$ cat config.mk
export PLATFORM = sky130hd
export DESIGN_NAME = wb_stage
export DESIGN_NICKNAME = d
export VERILOG_FILES = /design/src/rtl/wb_pkg.sv /design/src/rtl/wb_squash_ctrl.sv /design/src/rtl/wb_stage.sv
export SDC_FILE = /design/constraint.sdc
export NUM_CORES = 1
export LEC_CHECK = 0
export ABC_AREA = 1
export CORE_MARGIN = 2
export CORE_UTILIZATION = 30
export DETAILED_ROUTE_END_ITERATION = 10
export GPL_TIMING_DRIVEN = 0
export PLACE_DENSITY_LB_ADDON = 0.05
export SLEW_MARGIN = 20
export SYNTH_ARGS = -nofsm -noshare
export SYNTH_HDL_FRONTEND = slang
export SYNTH_SLANG_ARGS = --single-unit
$ cat constraint.sdc
create_clock -name clk_i -period 2.3 [get_ports clk_i]
set_input_delay 0.46 -clock clk_i [delete_from_list [all_inputs] [get_ports clk_i]]
set_output_delay 0.46 -clock clk_i [all_outputs]
set_load 0.02 [all_outputs]
$ cat src/rtl/wb_pkg.sv
// Shared types and widths for the writeback stage: FSM state encoding,
// the MEM/WB pipeline register layout and the jump-target width.
package wb_pkg;

  localparam int WB_REGI_BITS = 4;
  localparam int WB_VECT_BITS = 2;
  localparam int WB_REGI_SIZE = 16;
  localparam int WB_ELEM_SIZE = 8;
  localparam int WB_VECT_SIZE = 8;
  localparam int WB_VEC_WIDTH = WB_ELEM_SIZE * WB_VECT_SIZE;
  localparam int JUMP_BITS    = 10;

  typedef enum logic [1:0] {
    RUN    = 2'd0,
    SQUASH = 2'd1,
    HALTED = 2'd2
  } wb_state_t;

  typedef struct packed {
    logic                    valid;
    logic [WB_VEC_WIDTH-1:0] memRd;
    logic [WB_ELEM_SIZE-1:0] aluInt;
    logic [WB_VEC_WIDTH-1:0] aluVec;
    logic                    flagMemRead;
    logic                    writeResultInt;
    logic                    writeResultV;
    logic [WB_REGI_BITS-1:0] intRegDest;
    logic [WB_VECT_BITS-1:0] vecRegDest;
    logic                    enableJump;
    logic [JUMP_BITS-1:0]    jumpAddress;
    logic                    flagEnd;
    logic                    flagNop;
  } mem_wb_t;

endpackage

$ cat src/rtl/wb_squash_ctrl.sv
// Writeback control FSM: commits in RUN, discards wrong-path instructions
// in SQUASH after a taken jump, and parks in HALTED after an end instruction.
module wb_squash_ctrl
  import wb_pkg::*;
#(
  parameter int SQUASH_DEPTH = 3
) (
  input  logic      clk_i,
  input  logic      rst_i,
  input  logic      commit,
  input  logic      jump,
  input  logic      isEnd,
  input  logic      valid,
  input  logic      stall,
  output wb_state_t state,
  output logic      pcSel,
  output logic      discard
);

  localparam logic [2:0] DEPTH = 3'(SQUASH_DEPTH);

  wb_state_t  stateNext;
  logic [2:0] squashCnt;
  logic [2:0] squashCntNext;

  // NOTE: sequential state uses non-blocking assignments so every register
  // samples pre-edge values regardless of statement order.
  always_ff @(posedge clk_i or negedge rst_i) begin
    if (!rst_i) begin
      state     <= RUN;
      squashCnt <= '0;
    end else begin
      state     <= stateNext;
      squashCnt <= squashCntNext;
    end
  end

  // NOTE: every output of this block is given a default first, so no path
  // leaves a signal unassigned and no latch is inferred.
  always_comb begin
    stateNext     = state;
    squashCntNext = squashCnt;
    pcSel         = 1'b0;
    discard       = 1'b0;
    unique case (state)
      RUN: begin
        if (commit) begin
          if (isEnd) begin
            stateNext = HALTED;
          end else if (jump) begin
            pcSel = 1'b1;
            if (DEPTH != 3'd0) begin
              squashCntNext = DEPTH;
              stateNext     = SQUASH;
            end
          end
        end
      end
      SQUASH: begin
        // Only real instructions count against the squash window; bubbles pass.
        if (valid && !stall) begin
          discard       = 1'b1;
          squashCntNext = squashCnt - 3'd1;
          if (squashCnt <= 3'd1) begin
            squashCntNext = '0;
            stateNext     = RUN;
          end
        end
      end
      HALTED: begin
        stateNext = HALTED;
      end
      default: begin
        stateNext     = RUN;
        squashCntNext = '0;
      end
    endcase
  end

endmodule

$ cat src/rtl/wb_stage.sv
// Writeback stage: MEM/WB register, writeback data select, register-file
// write ports and PC redirect. Optional retired counter: WB_RETIRE_CNT_EN.
module wb_stage
  import wb_pkg::*;
#(
  parameter int REGI_BITS    = WB_REGI_BITS,
  parameter int VECT_BITS    = WB_VECT_BITS,
  parameter int REGI_SIZE    = WB_REGI_SIZE,
  parameter int ELEM_SIZE    = WB_ELEM_SIZE,
  parameter int VECT_SIZE    = WB_VECT_SIZE,
  parameter int SQUASH_DEPTH = 3
) (
  input  logic                           clk_i,
  input  logic                           rst_i,
  input  logic                           valid_i,
  input  logic                           stall_i,
  input  logic [ELEM_SIZE*VECT_SIZE-1:0] mem_rd_i,
  input  logic [ELEM_SIZE-1:0]           alu_int_i,
  input  logic [ELEM_SIZE*VECT_SIZE-1:0] alu_vec_i,
  input  logic                           flagMemRead_i,
  input  logic                           writeResultInt_i,
  input  logic                           writeResultV_i,
  input  logic [REGI_BITS-1:0]           intRegDest_i,
  input  logic [VECT_BITS-1:0]           vecRegDest_i,
  input  logic                           enableJump_i,
  input  logic [JUMP_BITS-1:0]           jumpAddress_i,
  input  logic                           flagEnd_i,
  input  logic                           flagNop_i,
  output logic                           int_we_o,
  output logic [REGI_BITS-1:0]           int_dest_o,
  output logic [REGI_SIZE-1:0]           int_wd_o,
  output logic                           vec_we_o,
  output logic [VECT_BITS-1:0]           vec_dest_o,
  output logic [ELEM_SIZE*VECT_SIZE-1:0] vec_wd_o,
  output logic                           pc_sel_o,
  output logic [REGI_SIZE-1:0]           pc_target_o,
  output logic                           halted_o,
  output logic [31:0]                    retired_o
);

  // The register layout comes from wb_pkg; the width parameters above must
  // keep their package defaults.
  mem_wb_t   r;
  wb_state_t state;
  logic      commit;
  logic      discard;
  logic      pcSel;
  logic      writeOk;

  // NOTE: this is a pipeline register, not a storage array, so every field
  // is reset; that is what makes all outputs read zero during reset.
  always_ff @(posedge clk_i or negedge rst_i) begin
    if (!rst_i) begin
      r <= '0;
    end else if (!stall_i) begin
      r.valid          <= valid_i;
      r.memRd          <= mem_rd_i;
      r.aluInt         <= alu_int_i;
      r.aluVec         <= alu_vec_i;
      r.flagMemRead    <= flagMemRead_i;
      r.writeResultInt <= writeResultInt_i;
      r.writeResultV   <= writeResultV_i;
      r.intRegDest     <= intRegDest_i;
      r.vecRegDest     <= vecRegDest_i;
      r.enableJump     <= enableJump_i;
      r.jumpAddress    <= jumpAddress_i;
      r.flagEnd        <= flagEnd_i;
      r.flagNop        <= flagNop_i;
    end
  end

  assign commit = r.valid & ~stall_i & (state == RUN);

  wb_squash_ctrl #(
    .SQUASH_DEPTH(SQUASH_DEPTH)
  ) u_ctrl (
    .clk_i  (clk_i),
    .rst_i  (rst_i),
    .commit (commit),
    .jump   (r.enableJump),
    .isEnd  (r.flagEnd),
    .valid  (r.valid),
    .stall  (stall_i),
    .state  (state),
    .pcSel  (pcSel),
    .discard(discard)
  );

  // commit and discard never overlap; gating on both keeps the squash
  // decision owned by the controller alone.
  assign writeOk = commit & ~discard & ~r.flagNop;

  assign int_we_o    = writeOk & r.writeResultInt;
  assign vec_we_o    = writeOk & r.writeResultV;
  assign int_dest_o  = r.intRegDest;
  assign vec_dest_o  = r.vecRegDest;
  assign int_wd_o    = r.flagMemRead ? r.memRd[REGI_SIZE-1:0] : REGI_SIZE'(r.aluInt);
  assign vec_wd_o    = r.flagMemRead ? r.memRd : r.aluVec;
  assign pc_sel_o    = pcSel;
  assign pc_target_o = REGI_SIZE'(r.jumpAddress);
  assign halted_o    = (state == HALTED);

`ifdef WB_RETIRE_CNT_EN
  logic [31:0] retiredCnt;

  always_ff @(posedge clk_i or negedge rst_i) begin
    if (!rst_i) begin
      retiredCnt <= '0;
    end else if (writeOk) begin
      retiredCnt <= retiredCnt + 32'd1;
    end
  end

  assign retired_o = retiredCnt;
`else
  assign retired_o = '0;
`endif

endmodule

# [Word level (Yosys, flattened, before mapping)]
# Cells that the tools add are included.
[totals] output_inout_bits=138 memories=0 mem_bits_ro=0 latch_bits=0 input_bits=162 ram_bits=0 regBits=164 elab_cells=60
[op_classes] add_sub_neg=1 muxes=20 reduce_logical=5 n_lt_le_gt_ge=1 shifts=0 mul=0 div_mod_pow=0 eq_ne=8 bitwise_logic=10
[ops] cell="$mux W64" n=1
[ops] cell="$mux W16" n=1
[ops] cell="$mux W3" n=5
[ops] cell="$mux W2" n=5
[ops] cell="$pmux W3 S3" n=1
[ops] cell="$and A1 B1 Y1" n=6
[ops] cell="$mux W1" n=6
[ops] cell="$ne A2 B2 Y1 const B" n=3
[ops] cell="$pmux W2 S3" n=1
[ops] cell="$reduce_and A5 Y1" n=1
[ops] cell="$ne A2 B1 Y1 const B" n=2
[ops] cell="$not A1 Y1" n=4
[ops] cell="$reduce_and A4 Y1" n=1
[ops] cell="$le A3 B1 Y1 const B" n=1
[ops] cell="$ne A3 B3 Y1 const B" n=1
[ops] cell="$sub A3 B1 Y3 const B" n=1
[ops] cell="$eq A2 B1 Y1 const B" n=1
[ops] cell="$eq A2 B2 Y1 const B" n=1
[ops] cell="$logic_not A2 Y1" n=1
[ops] cell="$logic_and A1 B1 Y1" n=1
[ops] cell="$logic_not A1 Y1" n=1

# [Longest topological paths before layout]
# Gate-level depths: netlist (run 1).
[logic_depth] depth_word=8 mapped_depth=9 ltp_nobuf=9

# [By module]
# From an unflattened synthesis (run 1), not the netlist that was laid out.
[hier_totals] hier_cells=953 hier_area_um2=7678.6
[by_module_without_submodules] module="wb_stage" area_each_um2=7299.5 cells_each=894 seq_area_each_um2=3978.8 instances=1
[by_module_without_submodules] module="wb_squash_ctrl" area_each_um2=379.1 cells_each=59 seq_area_each_um2=125.1 instances=1

# [Least setup slack after synthesis (run 1)]
# OpenSTA, ideal clock, no wires.
[synth_path] path_kind="register -> output" startpoint="reg r[21] (netlist bit)" endpoint="out int_wd_o[0]" required_ps=1840 path_buffers=2 arrival_time_ps=1177 slack_ps=663 stages_incl_launch_ff=4 path_cell_list="dfrtp_1 buf_2 clkbuf_1 o21ai_0"
[synth_via] elab_chain_len=1
[synth_lines] item="start: declaration" line="wb_stage.sv:43" source="mem_wb_t r;"
[synth_lines] item="$mux W16" line="wb_stage.sv:97" source="assign int_wd_o = r.flagMemRead ? r.memRd[REGI_SIZE-1:0] : REGI_SIZE'(r.aluInt);"
[synth_lines] item="end: declaration" line="wb_stage.sv:31" source="output logic [REGI_SIZE-1:0] int_wd_o,"
# Every way passes these cells.

# [Worst setup path in the final report (run 1)]
[layout_path] startpoint="reg r[21] (netlist bit)" endpoint="out vec_wd_o[32]"
[layout_via] elab_chain_len=1
[layout_lines] item="$mux W64" line="wb_stage.sv:98" source="assign vec_wd_o = r.flagMemRead ? r.memRd : r.aluVec;"
[layout_lines] item="end: declaration" line="wb_stage.sv:34" source="output logic [ELEM_SIZE*VECT_SIZE-1:0] vec_wd_o,"
# Every way passes these cells.

==> run_summary.xml, run 1 <==
<?xml version="1.0" encoding="UTF-8"?>
<metrics>
  <group name="detailed_routing">
    <metric name="wirelength" unit="um">23700</metric>
    <metric name="avgRoutedWirePerCell" unit="um">14.8</metric>
    <metric name="vias_per_cell" unit="">4.21</metric>
    <metric name="dr.first_iter.drc_count" unit="">367</metric>
    <metric name="detailedRoute.firstPassIterationCount" unit="">4</metric>
    <metric name="vias" unit="">6747</metric>
    <metric name="drt.antenna.violating_nets" unit="">0</metric>
    <metric name="drt_drc_violations_left" unit="">0</metric>
  </group>
  <group name="timing">
    <metric name="finalWorstPathRequiredPeriod" unit="ns">2.20</metric>
    <metric name="finalHoldViolCount" unit="">0</metric>
    <metric name="fmaxAchievable" unit="GHz">0.455</metric>
    <metric name="fin_setup_tns" unit="ns">0</metric>
    <metric name="slew_viol_final" unit="">0</metric>
    <metric name="relative_max_transition_margin" unit="">0.618</metric>
    <metric name="layout_worst_path_cycle_share" unit="">0.955</metric>
    <metric name="layout_skew" unit="ns">0.00566</metric>
    <metric name="setup-violations-final" unit="">0</metric>
    <metric name="worst-slew-pin-transition" unit="ns">0.574</metric>
    <metric name="unrepaired_setup_endpoints_after_global_routing" unit="">yes</metric>
  </group>
  <group name="floorplan">
    <metric name="fp.dieArea" unit="um^2">26300</metric>
    <metric name="floorplan.die.width" unit="um">162</metric>
    <metric name="row_count" unit="">57</metric>
    <metric name="initial_core_util" unit="">0.307</metric>
    <metric name="count_of_boundary_i_o_pins" unit="">300</metric>
    <metric name="floorplan.die.height" unit="um">162</metric>
    <metric name="core_area" unit="um^2">24500</metric>
  </group>
  <group name="synth">
    <metric name="adder_cell_share_of_the_synthesized_area" unit="">0.00333</metric>
    <metric name="number_of_enable_type_register_cells_in_the_synthesized_netlist" unit="">0</metric>
    <metric name="synthSimpleGateAreaFrac" unit="">0.216</metric>
    <metric name="synth_top_family_by_area" unit="">simple AND/OR/NAND/NOR gates</metric>
    <metric name="cell_area_after_synthesis" unit="um^2">7500</metric>
    <metric name="ys.warnings.count" unit="">0</metric>
    <metric name="synth_compound_area_frac" unit="">0.101</metric>
    <metric name="synth_cells" unit="">942</metric>
    <metric name="ys_seq_area_frac" unit="">0.547</metric>
    <metric name="synth_top_flop_cell" unit="">dfrtp_1</metric>
    <metric name="avgSynthCellArea" unit="um^2">7.97</metric>
    <metric name="yosysTopAreaCellShare" unit="">0.547</metric>
    <metric name="ys_ff_latch" unit="">164</metric>
    <metric name="async_flop_share" unit="">1.00</metric>
    <metric name="ys_top_cells_by_count" unit="">nand2_1, dfrtp_1, inv_1</metric>
    <metric name="yosys-mux-area-fraction" unit="">0</metric>
    <metric name="synthDominantAreaCellType" unit="">dfrtp_1</metric>
    <metric name="yosys-top-cells-area" unit="">dfrtp_1, nand2_1, buf_4</metric>
    <metric name="ys_types" unit="">17</metric>
    <metric name="synth_xor_xnor_area_share" unit="">0</metric>
    <metric name="yosysMostFrequentCell" unit="">nand2_1</metric>
  </group>
  <group name="run">
    <metric name="timing.max_cap.violations" unit="">0</metric>
  </group>
  <group name="clocking">
    <metric name="tritoncts_clock_tree" unit="">built</metric>
    <metric name="clock_sink_count" unit="">164</metric>
    <metric name="cts_post_setup_buffers_inserted" unit="">0</metric>
    <metric name="clock_insertion_delay_worst_skew" unit="ns">0.42</metric>
    <metric name="cts_htree_levels" unit="">4</metric>
    <metric name="clock_tree.root_cell" unit="">clkbuf_16</metric>
    <metric name="cts-buffers-inserted" unit="">17</metric>
    <metric name="clk_pin_slew" unit="ns">0.07</metric>
    <metric name="clk_path_buf_depth" unit="">2</metric>
  </group>
  <group name="setup_path">
    <metric name="worst_setup_path_start_kind" unit="">flop</metric>
    <metric name="cp.required" unit="ns">1.84</metric>
    <metric name="timing.setup.critical_path_class" unit="">reg -&gt; out</metric>
    <metric name="critPathCaptureType" unit="">output pin</metric>
    <metric name="worst-endpoint-arrival" unit="ns">1.74</metric>
    <metric name="timing.critical_path.fanout_max" unit="">10</metric>
  </group>
  <group name="placement">
    <metric name="gp_congestion" unit="">0.758</metric>
    <metric name="io_buffer_count" unit="">261</metric>
    <metric name="dpl_cell_area" unit="um^2">10700</metric>
    <metric name="final_hpwl_from_detailed_placement" unit="um">17500</metric>
  </group>
  <group name="finish">
    <metric name="multi_input_comb_area" unit="um^2">2550</metric>
    <metric name="seqCellArea" unit="um^2">4100</metric>
    <metric name="nets" unit="">1426</metric>
    <metric name="finish.instance_area" unit="um^2">11200</metric>
    <metric name="layout.filler_cells" unit="">2551</metric>
    <metric name="area.growth.synth_to_final" unit="%">49.1</metric>
    <metric name="ratio_of_cells_with_drive_above_1_in_the_final_layout" unit="">0.130</metric>
  </group>
  <group name="pwr">
    <metric name="cellPowerDensity" unit="nW/um^2">708</metric>
    <metric name="power.ir.vdd_worst" unit="V">0.000429</metric>
    <metric name="p_leak" unit="nW">5.78</metric>
    <metric name="power.total" unit="W">0.00792</metric>
  </group>
  <group name="global_routing">
    <metric name="grt_first_pass_wirelength" unit="um">37200</metric>
    <metric name="antenna_found_initial" unit="">2</metric>
    <metric name="globalRoute.totalOverflow" unit="">0</metric>
    <metric name="track_usage" unit="">0.184</metric>
    <metric name="grt_max_degree" unit="">61</metric>
    <metric name="number_of_global_route_vias_before_repair" unit="">6705</metric>
  </group>
  <group name="run_status">
    <metric name="status" unit="">complete, no violations</metric>
  </group>
  <group name="hold_path">
    <metric name="type_of_the_most_critical_hold_path" unit="">reg -&gt; reg</metric>
  </group>
</metrics>
## cell type report
| type | instances | area share |
|---|---|---|
| antenna | 2 | 0.000447 |
| buffer | 103 | 0.0613 |
| clock buffer | 19 | 0.0387 |
| clock inverter | 13 | 0.0102 |
| inverter | 94 | 0.0315 |
| multi-input combinational | 618 | 0.228 |
| sequential | 164 | 0.367 |
| tap | 324 | 0.0362 |
| timing repair buffer | 264 | 0.227 |
## critical path: stages, from the launching register on
cell and delay, ns:
dfrtp_1 0.38, buf_6 0.15, clkbuf_2 0.21, o21ai_0 0.19
dlygate4sd2_1 0.38
## metrics by stage
| step | util | instances | setup slack (ns) | hold WS (ns) |
|---|---|---|---|---|
| 3_5_place_dp | 0.438 | 1566 | -0.239 | 0.428 |
| 4_1_cts | 0.461 | 1599 | -0.0738 | 0.479 |
| 3_3_place_gp | 0.436 | 1564 | -6.70 | 0.458 |
| 6_report | 0.457 | 1601 | 0.105 | 0.475 |
| 5_1_grt | 0.457 | 1600 | -0.00146 | 0.494 |
| 2_1_floorplan | - | 979 | 0.663 | 0.164 |
## logic make-up after synthesis
| family | count (synthesis) |
|---|---|
| simple gates | 427 |
| buf+inv | 197 |
| flops | 164 |
| compound gates | 151 |
| fa+ha+maj | 2 |
| other cells | 1 |
## metal layers
layer  track usage  vias to the layer above  wire [um]
met5             0                        -          0
met4        0.0507                        0        277
met3        0.0503                       19       1680
met2         0.292                      199      11100
met1         0.250                     3100      10700
li1              -                     3429          -
## path summary, 6_finish.rpt
kind	start	to	slack (ns)	depth (start not counted)
min in group asynchronous	rst_i	r[30]	0.55	2
worst max register to register	u_ctrl.state[1]	u_ctrl.squashCnt[2]	1.04	7
worst min-delay path	r[103]	r[103]	0.47	2
worst min register to register	r[103]	r[103]	0.47	2
max in group asynchronous	rst_i	r[147]	0.79	4
worst max-delay path	r[21]	vec_wd_o[32]	0.10	4
## timing repair
item,CTS,global route
gates cloned,0,0
hold buffers,1,0
endpoints found under the setup margin,83,59
pin swaps,0,0
gates resized for setup,185,51
hold endpoints to repair,55,0
## power by group
part           internal (W)  leakage [nW]  switching, W  total, W
logic              0.000831          3.53       0.00111   0.00194
registers           0.00316          2.00      0.000121   0.00328
clock network       0.00142         0.256       0.00128   0.00270
## placed cells by master, fill, tap and decap left out, types with 2 or more instances in the layout
cell type / instances
nand2_1: 408
clkdlybuf4s50_1: 177
dfrtp_1: 164
inv_1: 93
o21ai_0: 79
o21ai_1: 71
buf_4: 58
dlygate4sd2_1: 42
buf_2: 39
conb_1: 38
clkbuf_16: 17
clkdlybuf4s15_2: 13
clkbuf_2: 11
clkbuf_1: 10
nor2_1: 9
nand3_1: 6
inv_6: 6
buf_6: 5
clkdlybuf4s15_1: 5
clkinvlp_4: 4
clkbuf_4: 3
diode_2: 2
nand4_1: 2
ha_1: 2
inv_8: 2
buf_16: 2
## flip-flops by register name, summed over array words and instances, names as in the netlist
name and flops:
r 143, u_ctrl.state 2, int_dest_o 4, u_ctrl.squashCnt 3, vec_dest_o 2, pc_target_o 10
(Power assumes the default switching activity.)
==> run 2: changes to the inputs <==
- CORE_UTILIZATION: 30 -> 47
- clock period: 2.3 -> 2.7 ns (I/O delays scaled with it)
==> run 2 against run 1 <==
Net effect: final area fell by 0.36%; clock skew fell by 0.0019 ns; final cell count fell by 6.9%; first-iteration DRC count rose by 2.2%; sequential cell count did not move; non-clock buffer count fell by 2; critical path depth rose by 1; global-route usage rose by 7.3 points; combinational power fell by 14%; sequential power fell by 15%; critical path type is now in -> out; largest power group unchanged.
==> run_summary.xml, run 2 (synthesized netlist as in run 1, its figures left out) <==
<?xml version="1.0" encoding="UTF-8"?>
<metrics>
  <group name="detailed_routing">
    <metric name="met3WireLength" unit="um">1770</metric>
    <metric name="drt_drc_violations_left" unit="">0</metric>
    <metric name="wl_met2" unit="um">10400</metric>
    <metric name="vias" unit="">6812</metric>
    <metric name="dr.first_iter.drc_count" unit="">375</metric>
    <metric name="wirelength" unit="um">21400</metric>
    <metric name="drt.antenna.violating_nets" unit="">0</metric>
    <metric name="dr.max_layer_used" unit="">met4</metric>
    <metric name="avgRoutedWirePerCell" unit="um">14.4</metric>
    <metric name="met1Wirelength" unit="um">8810</metric>
    <metric name="detailedRoute.firstPassIterationCount" unit="">4</metric>
    <metric name="vias_per_cell" unit="">4.57</metric>
  </group>
  <group name="setup_path">
    <metric name="crit_family" unit="">buffers and inverters</metric>
    <metric name="cp.required" unit="ns">2.16</metric>
    <metric name="worst_path_largest_cell_delay" unit="ns">0.62</metric>
    <metric name="timing.critical_path.slowest_stage_cell" unit="">clkdlybuf4s50_1</metric>
    <metric name="worst_setup_path_start_kind" unit="">primary input</metric>
    <metric name="critPathCaptureType" unit="">output pin</metric>
    <metric name="critical_path.most_common_cell" unit="">clkdlybuf4s50_1</metric>
    <metric name="r2r_slack" unit="ns">1.47</metric>
    <metric name="timing.critical_path.fanout_max" unit="">5</metric>
    <metric name="timing.setup.critical_path_class" unit="">in -&gt; out</metric>
    <metric name="path_cells" unit="">clkdlybuf4s50_1 &gt; nor2_2 &gt; nand2_1 &gt; nor2_1 &gt; clkdlybuf4s50_1</metric>
    <metric name="worst-endpoint-arrival" unit="ns">2.09</metric>
    <metric name="cp_bufs_invs" unit="">2</metric>
  </group>
  <group name="floorplan">
    <metric name="fp.dieArea" unit="um^2">17000</metric>
    <metric name="count_of_boundary_i_o_pins" unit="">300</metric>
    <metric name="row_count" unit="">46</metric>
    <metric name="initial_core_util" unit="">0.476</metric>
    <metric name="core_area" unit="um^2">15800</metric>
    <metric name="floorplan.die.width" unit="um">130</metric>
    <metric name="floorplan.die.height" unit="um">130</metric>
  </group>
  <group name="global_routing">
    <metric name="grt_max_degree" unit="">98</metric>
    <metric name="number_of_global_route_vias_before_repair" unit="">6700</metric>
    <metric name="antenna_found_initial" unit="">1</metric>
    <metric name="globalRoute.totalOverflow" unit="">0</metric>
    <metric name="grt_first_pass_wirelength" unit="um">33500</metric>
    <metric name="track_usage" unit="">0.258</metric>
  </group>
  <group name="placement">
    <metric name="io_buffer_count" unit="">261</metric>
    <metric name="final_hpwl_from_detailed_placement" unit="um">15700</metric>
    <metric name="gp_congestion" unit="">0.821</metric>
    <metric name="dpl_cell_area" unit="um^2">10600</metric>
    <metric name="worst_setup_timing_slack_at_the_placement_stage" unit="ns">0.000765</metric>
  </group>
  <group name="timing">
    <metric name="setup-violations-final" unit="">0</metric>
    <metric name="fmaxAchievable" unit="GHz">0.380</metric>
    <metric name="finalHoldViolCount" unit="">0</metric>
    <metric name="finalWorstPathRequiredPeriod" unit="ns">2.63</metric>
    <metric name="timing.final.ws_setup" unit="ns">0.0708</metric>
    <metric name="relative_max_transition_margin" unit="">0.643</metric>
    <metric name="worst-slew-pin-transition" unit="ns">0.535</metric>
    <metric name="slew_viol_final" unit="">0</metric>
    <metric name="layout_skew" unit="ns">0.00372</metric>
    <metric name="layout_worst_path_cycle_share" unit="">0.974</metric>
    <metric name="unrepaired_setup_endpoints_after_global_routing" unit="">yes</metric>
  </group>
  <group name="finish">
    <metric name="largest_register_ff_count" unit="">143</metric>
    <metric name="finish.instance_area" unit="um^2">11100</metric>
    <metric name="nets" unit="">1424</metric>
    <metric name="layout.core_utilization" unit="">0.707</metric>
    <metric name="largest_register_by_flop_count" unit="">r</metric>
    <metric name="most_common_cell_after_layout_fill_and_taps_aside" unit="">nand2_1</metric>
    <metric name="area.growth.synth_to_final" unit="%">48.5</metric>
    <metric name="layout_common_cells" unit="">nand2_1, clkdlybuf4s50_1, dfrtp_1</metric>
    <metric name="ratio_of_cells_with_drive_above_1_in_the_final_layout" unit="">0.101</metric>
  </group>
  <group name="pwr">
    <metric name="cellPowerDensity" unit="nW/um^2">608</metric>
    <metric name="p_leak" unit="nW">5.93</metric>
    <metric name="power.ir.vdd_worst" unit="V">0.000445</metric>
  </group>
  <group name="clocking">
    <metric name="tritoncts_clock_tree" unit="">built</metric>
    <metric name="clock_tree.root_cell" unit="">clkbuf_16</metric>
    <metric name="cts_post_setup_buffers_inserted" unit="">0</metric>
    <metric name="clock_sink_count" unit="">164</metric>
    <metric name="clock_insertion_delay_worst_skew" unit="ns">0.42</metric>
    <metric name="clk_pin_slew" unit="ns">0.06</metric>
    <metric name="cts_htree_levels" unit="">4</metric>
    <metric name="clk_path_buf_depth" unit="">2</metric>
    <metric name="cts-buffers-inserted" unit="">17</metric>
  </group>
  <group name="hold_path">
    <metric name="type_of_the_most_critical_hold_path" unit="">in -&gt; async</metric>
  </group>
  <group name="run">
    <metric name="timing.max_cap.violations" unit="">0</metric>
  </group>
  <group name="run_status">
    <metric name="status" unit="">complete, no violations</metric>
  </group>
</metrics>
==> run 2: path summary, 6_finish.rpt <==
| check | from | endpoint | depth (start not counted) |
|---|---|---|---|
| max in group asynchronous | rst_i | r[74] | 2 |
| min in group clk_i | r[129] | r[129] | 2 |
| hold reg to reg | r[129] | r[129] | 2 |
| hold / removal | rst_i | r[31] | 1 |
| setup reg to reg | u_ctrl.state[1] | u_ctrl.squashCnt[1] | 7 |
| setup / recovery | stall_i | vec_we_o | 5 |
==> run 2: worst reg2reg max path: cells and delay by family, from the launching register on <==
kind / cells / cell delay (ns)
buffers and inverters: 1 / 0.10
flip-flops: 1 / 0.40
AND/OR/NAND/NOR: 6 / 0.69
==> run 2: timing repair <==
item                       4_1_cts  5_1_grt
hold buffers                     0        0
gates resized for setup         35       30
gates cloned                     0        0
setup endpoints to repair       45       32
==> run 2: where the power goes <==
group          total, W  switching [W]  internal (W)
logic           0.00167       0.000923      0.000746
clock network   0.00230       0.000949       0.00135
registers       0.00280       0.000107       0.00269
total           0.00677        0.00198       0.00480
==> run 2: cell type report <==
type	instances	area (um^2)
diodes	1	2.50
plain buffers	103	654
clock buffers	22	484
clock inverters	10	80.1
fillers	1357	4620
inverters	94	353
multi-input cells	618	2550
flip-flops and latches	164	4100
well taps	216	270
repair buffers	262	2650
==> run 2: per-layer routing <==
metal / GRT usage / up-vias
li1: - / 3423
met1: 0.316 / 3130
met2: 0.434 / 232
met3: 0.0820 / 27
met4: 0.0870 / 0
met5: 0 / -
==> run 2: stage by stage <==
step	setup TNS, ns	cells	total power, W	hold WS [ns]
3_3_place_gp	-945.51	1456	0.00453	0.458
4_1_cts	0	1489	0.00683	0.0653
6_report	0	1490	0.00677	0.0448
5_1_grt	-0.000491	1490	0.00712	0.0828
3_5_place_dp	0	1457	0.00456	0.462
2_1_floorplan	0	979	0.00373	0.244
==> run 3: changes to the inputs <==
- CTS_CLUSTER_DIAMETER: default -> 80
- PLACE_DENSITY_LB_ADDON: 0.05 -> 0.08
==> run 3 against run 2 <==
Net effect: count of clock-buffer cells in the layout unchanged; combinational power about the same; final cell count about the same; wire length increased by 1.8%; clock power increased by 4%; sequential share of layout area decreased by 0.11 points; critical path depth unchanged; critical path type unchanged; critical endpoint is now int_we_o; largest cell class unchanged.
==> run_summary.xml, run 3 (synthesized netlist as in run 1, its figures left out) <==
<?xml version="1.0" encoding="UTF-8"?>
<metrics>
  <group name="global_routing">
    <metric name="track_usage" unit="">0.259</metric>
    <metric name="grt_first_pass_wirelength" unit="um">33600</metric>
    <metric name="busiest_layer" unit="">met2</metric>
    <metric name="globalRouteMet2Util" unit="">0.440</metric>
    <metric name="globalRoute.totalOverflow" unit="">0</metric>
    <metric name="globalRouteMet3Util" unit="">0.0841</metric>
    <metric name="grtUsageMet1" unit="">0.313</metric>
    <metric name="grt_max_degree" unit="">91</metric>
    <metric name="antenna_found_initial" unit="">0</metric>
    <metric name="number_of_global_route_vias_before_repair" unit="">6829</metric>
  </group>
  <group name="clocking">
    <metric name="clock_sink_count" unit="">164</metric>
    <metric name="tritoncts_clock_tree" unit="">built</metric>
    <metric name="clock_tree.root_cell" unit="">clkbuf_16</metric>
    <metric name="cts_htree_levels" unit="">4</metric>
    <metric name="cts-buffers-inserted" unit="">17</metric>
    <metric name="clk_path_buf_depth" unit="">2</metric>
    <metric name="clk_pin_slew" unit="ns">0.06</metric>
    <metric name="clock_insertion_delay_worst_skew" unit="ns">0.42</metric>
    <metric name="cts_post_setup_buffers_inserted" unit="">0</metric>
  </group>
  <group name="setup_path">
    <metric name="critical_path.most_common_cell" unit="">clkdlybuf4s50_1</metric>
    <metric name="timing.critical_path.slowest_stage_cell" unit="">clkdlybuf4s50_1</metric>
    <metric name="worst_setup_path_start_kind" unit="">primary input</metric>
    <metric name="worst-endpoint-arrival" unit="ns">2.08</metric>
    <metric name="r2r_slack" unit="ns">1.44</metric>
    <metric name="critPathCaptureType" unit="">output pin</metric>
    <metric name="timing.critical_path.fanout_max" unit="">5</metric>
    <metric name="worst_path_largest_cell_delay" unit="ns">0.63</metric>
    <metric name="path_cells" unit="">clkdlybuf4s50_1 &gt; nor2_2 &gt; nand2_1 &gt; nor2_1 &gt; clkdlybuf4s50_1</metric>
    <metric name="cp.required" unit="ns">2.16</metric>
    <metric name="timing.setup.critical_path_class" unit="">in -&gt; out</metric>
  </group>
  <group name="finish">
    <metric name="layout_common_cells" unit="">nand2_1, clkdlybuf4s50_1, dfrtp_1</metric>
    <metric name="diodes" unit="">0</metric>
    <metric name="area.growth.synth_to_final" unit="%">49.0</metric>
    <metric name="largest_register_by_flop_count" unit="">r</metric>
    <metric name="most_common_cell_after_layout_fill_and_taps_aside" unit="">nand2_1</metric>
    <metric name="largest_register_ff_count" unit="">143</metric>
    <metric name="nets" unit="">1424</metric>
    <metric name="layout.core_utilization" unit="">0.709</metric>
    <metric name="finish.instance_area" unit="um^2">11200</metric>
    <metric name="ratio_of_cells_with_drive_above_1_in_the_final_layout" unit="">0.101</metric>
  </group>
  <group name="timing">
    <metric name="relative_max_transition_margin" unit="">0.609</metric>
    <metric name="finalHoldViolCount" unit="">0</metric>
    <metric name="layout_worst_path_cycle_share" unit="">0.971</metric>
    <metric name="worst-slew-pin-transition" unit="ns">0.587</metric>
    <metric name="finalWorstPathRequiredPeriod" unit="ns">2.62</metric>
    <metric name="slew_viol_final" unit="">0</metric>
    <metric name="layout_skew" unit="ns">0.00606</metric>
    <metric name="setup-violations-final" unit="">0</metric>
    <metric name="fmaxAchievable" unit="GHz">0.381</metric>
  </group>
  <group name="placement">
    <metric name="gp_congestion" unit="">0.826</metric>
    <metric name="final_hpwl_from_detailed_placement" unit="um">15700</metric>
    <metric name="io_buffer_count" unit="">261</metric>
    <metric name="dpl_cell_area" unit="um^2">10600</metric>
  </group>
  <group name="detailed_routing">
    <metric name="dr.first_iter.drc_count" unit="">354</metric>
    <metric name="avgRoutedWirePerCell" unit="um">14.6</metric>
    <metric name="drt_drc_violations_left" unit="">0</metric>
    <metric name="drt.antenna.violating_nets" unit="">0</metric>
    <metric name="vias_per_cell" unit="">4.61</metric>
    <metric name="wirelength" unit="um">21800</metric>
    <metric name="detailedRoute.firstPassIterationCount" unit="">5</metric>
    <metric name="vias" unit="">6859</metric>
  </group>
  <group name="hold_path">
    <metric name="type_of_the_most_critical_hold_path" unit="">in -&gt; async</metric>
  </group>
  <group name="pwr">
    <metric name="p_leak" unit="nW">6.05</metric>
    <metric name="power.ir.vdd_worst" unit="V">0.000468</metric>
    <metric name="cellPowerDensity" unit="nW/um^2">614</metric>
  </group>
  <group name="floorplan">
    <metric name="row_count" unit="">46</metric>
    <metric name="core_area" unit="um^2">15800</metric>
    <metric name="count_of_boundary_i_o_pins" unit="">300</metric>
    <metric name="floorplan.die.height" unit="um">130</metric>
    <metric name="floorplan.die.width" unit="um">130</metric>
    <metric name="initial_core_util" unit="">0.476</metric>
    <metric name="fp.dieArea" unit="um^2">17000</metric>
  </group>
  <group name="run">
    <metric name="timing.max_cap.violations" unit="">0</metric>
  </group>
  <group name="run_status">
    <metric name="status" unit="">complete, no violations</metric>
  </group>
</metrics>
==> run 3: cell types whose count changed in the layout (fill, tap and decap cells not counted), sizes merged <==
cell	before	now
clkbuf	39	40
clkdlybuf4s15	0	1
clkdlybuf4s50	210	200
dlygate4sd2	30	29
bufinv	1	2
clkinv	7	6
diode	1	0
dlymetal6s2s	19	28
==> run 3: layer usage <==
metal	up-vias	part of all wire
li1	3416	-
met2	235	0.49
met3	36	0.082
met4	0	0.022
met1	3172	0.41
met5	-	0
==> run 3: power by group <==
part           switching (W)  total, W  internal (W)
Sequential          0.000110   0.00280       0.00269
Combinational       0.000932   0.00167      0.000743
Clock               0.000963   0.00239       0.00143
Total                0.00200   0.00687       0.00486
==> run 3: timing repair <==
item	CTS	global route
hold buffers	0	0
resized for setup	39	39
gates cloned	0	0
hold endpoints to repair	0	0
endpoints found under the setup margin	51	36
==> run 3: through the flow <==
step | worst slack (ns) | total power (W) | cells | hold slack [ns] | setup TNS (ns)
after CTS | 0.0103 | 0.00692 | 1489 | 0.0876 | 0
after detailed placement | -0.0207 | 0.00457 | 1457 | 0.463 | -0.0207
after global placement | -5.79 | 0.00453 | 1456 | 0.457 | -946.82
after global routing | -0.00427 | 0.00720 | 1489 | 0.110 | -0.00624
after floorplan | 0.983 | 0.00373 | 979 | 0.244 | 0
final | 0.0780 | 0.00687 | 1489 | 0.0613 | 0
==> run 3: path summary, 6_finish.rpt <==
check | startpoint | end | cells after the start
setup / recovery | stall_i | int_we_o | 5
hold / removal | rst_i | r[34] | 1
setup reg to reg | u_ctrl.state[0] | u_ctrl.squashCnt[0] | 7
hold reg to reg | r[104] | r[104] | 2
max in group asynchronous | rst_i | r[147] | 2
min in group clk_i | r[104] | r[104] | 2
==> run 3: cell type report <==
cell class / instances / area (um^2)
fill: 1344 / 4590
sequential: 164 / 4100
timing repair buffer: 262 / 2670
multi-input combinational: 618 / 2550
buffer: 103 / 657
clock buffer: 22 / 474
inverter: 94 / 353
tap: 216 / 270
clock inverter: 10 / 105
==> run 3: worst max-delay path, delay by kind of cell <==
| family | cells | cell delay (ns) |
|---|---|---|
| and+or+nand+nor | 3 | 0.41 |
| buffers and inverters | 2 | 1.14 |
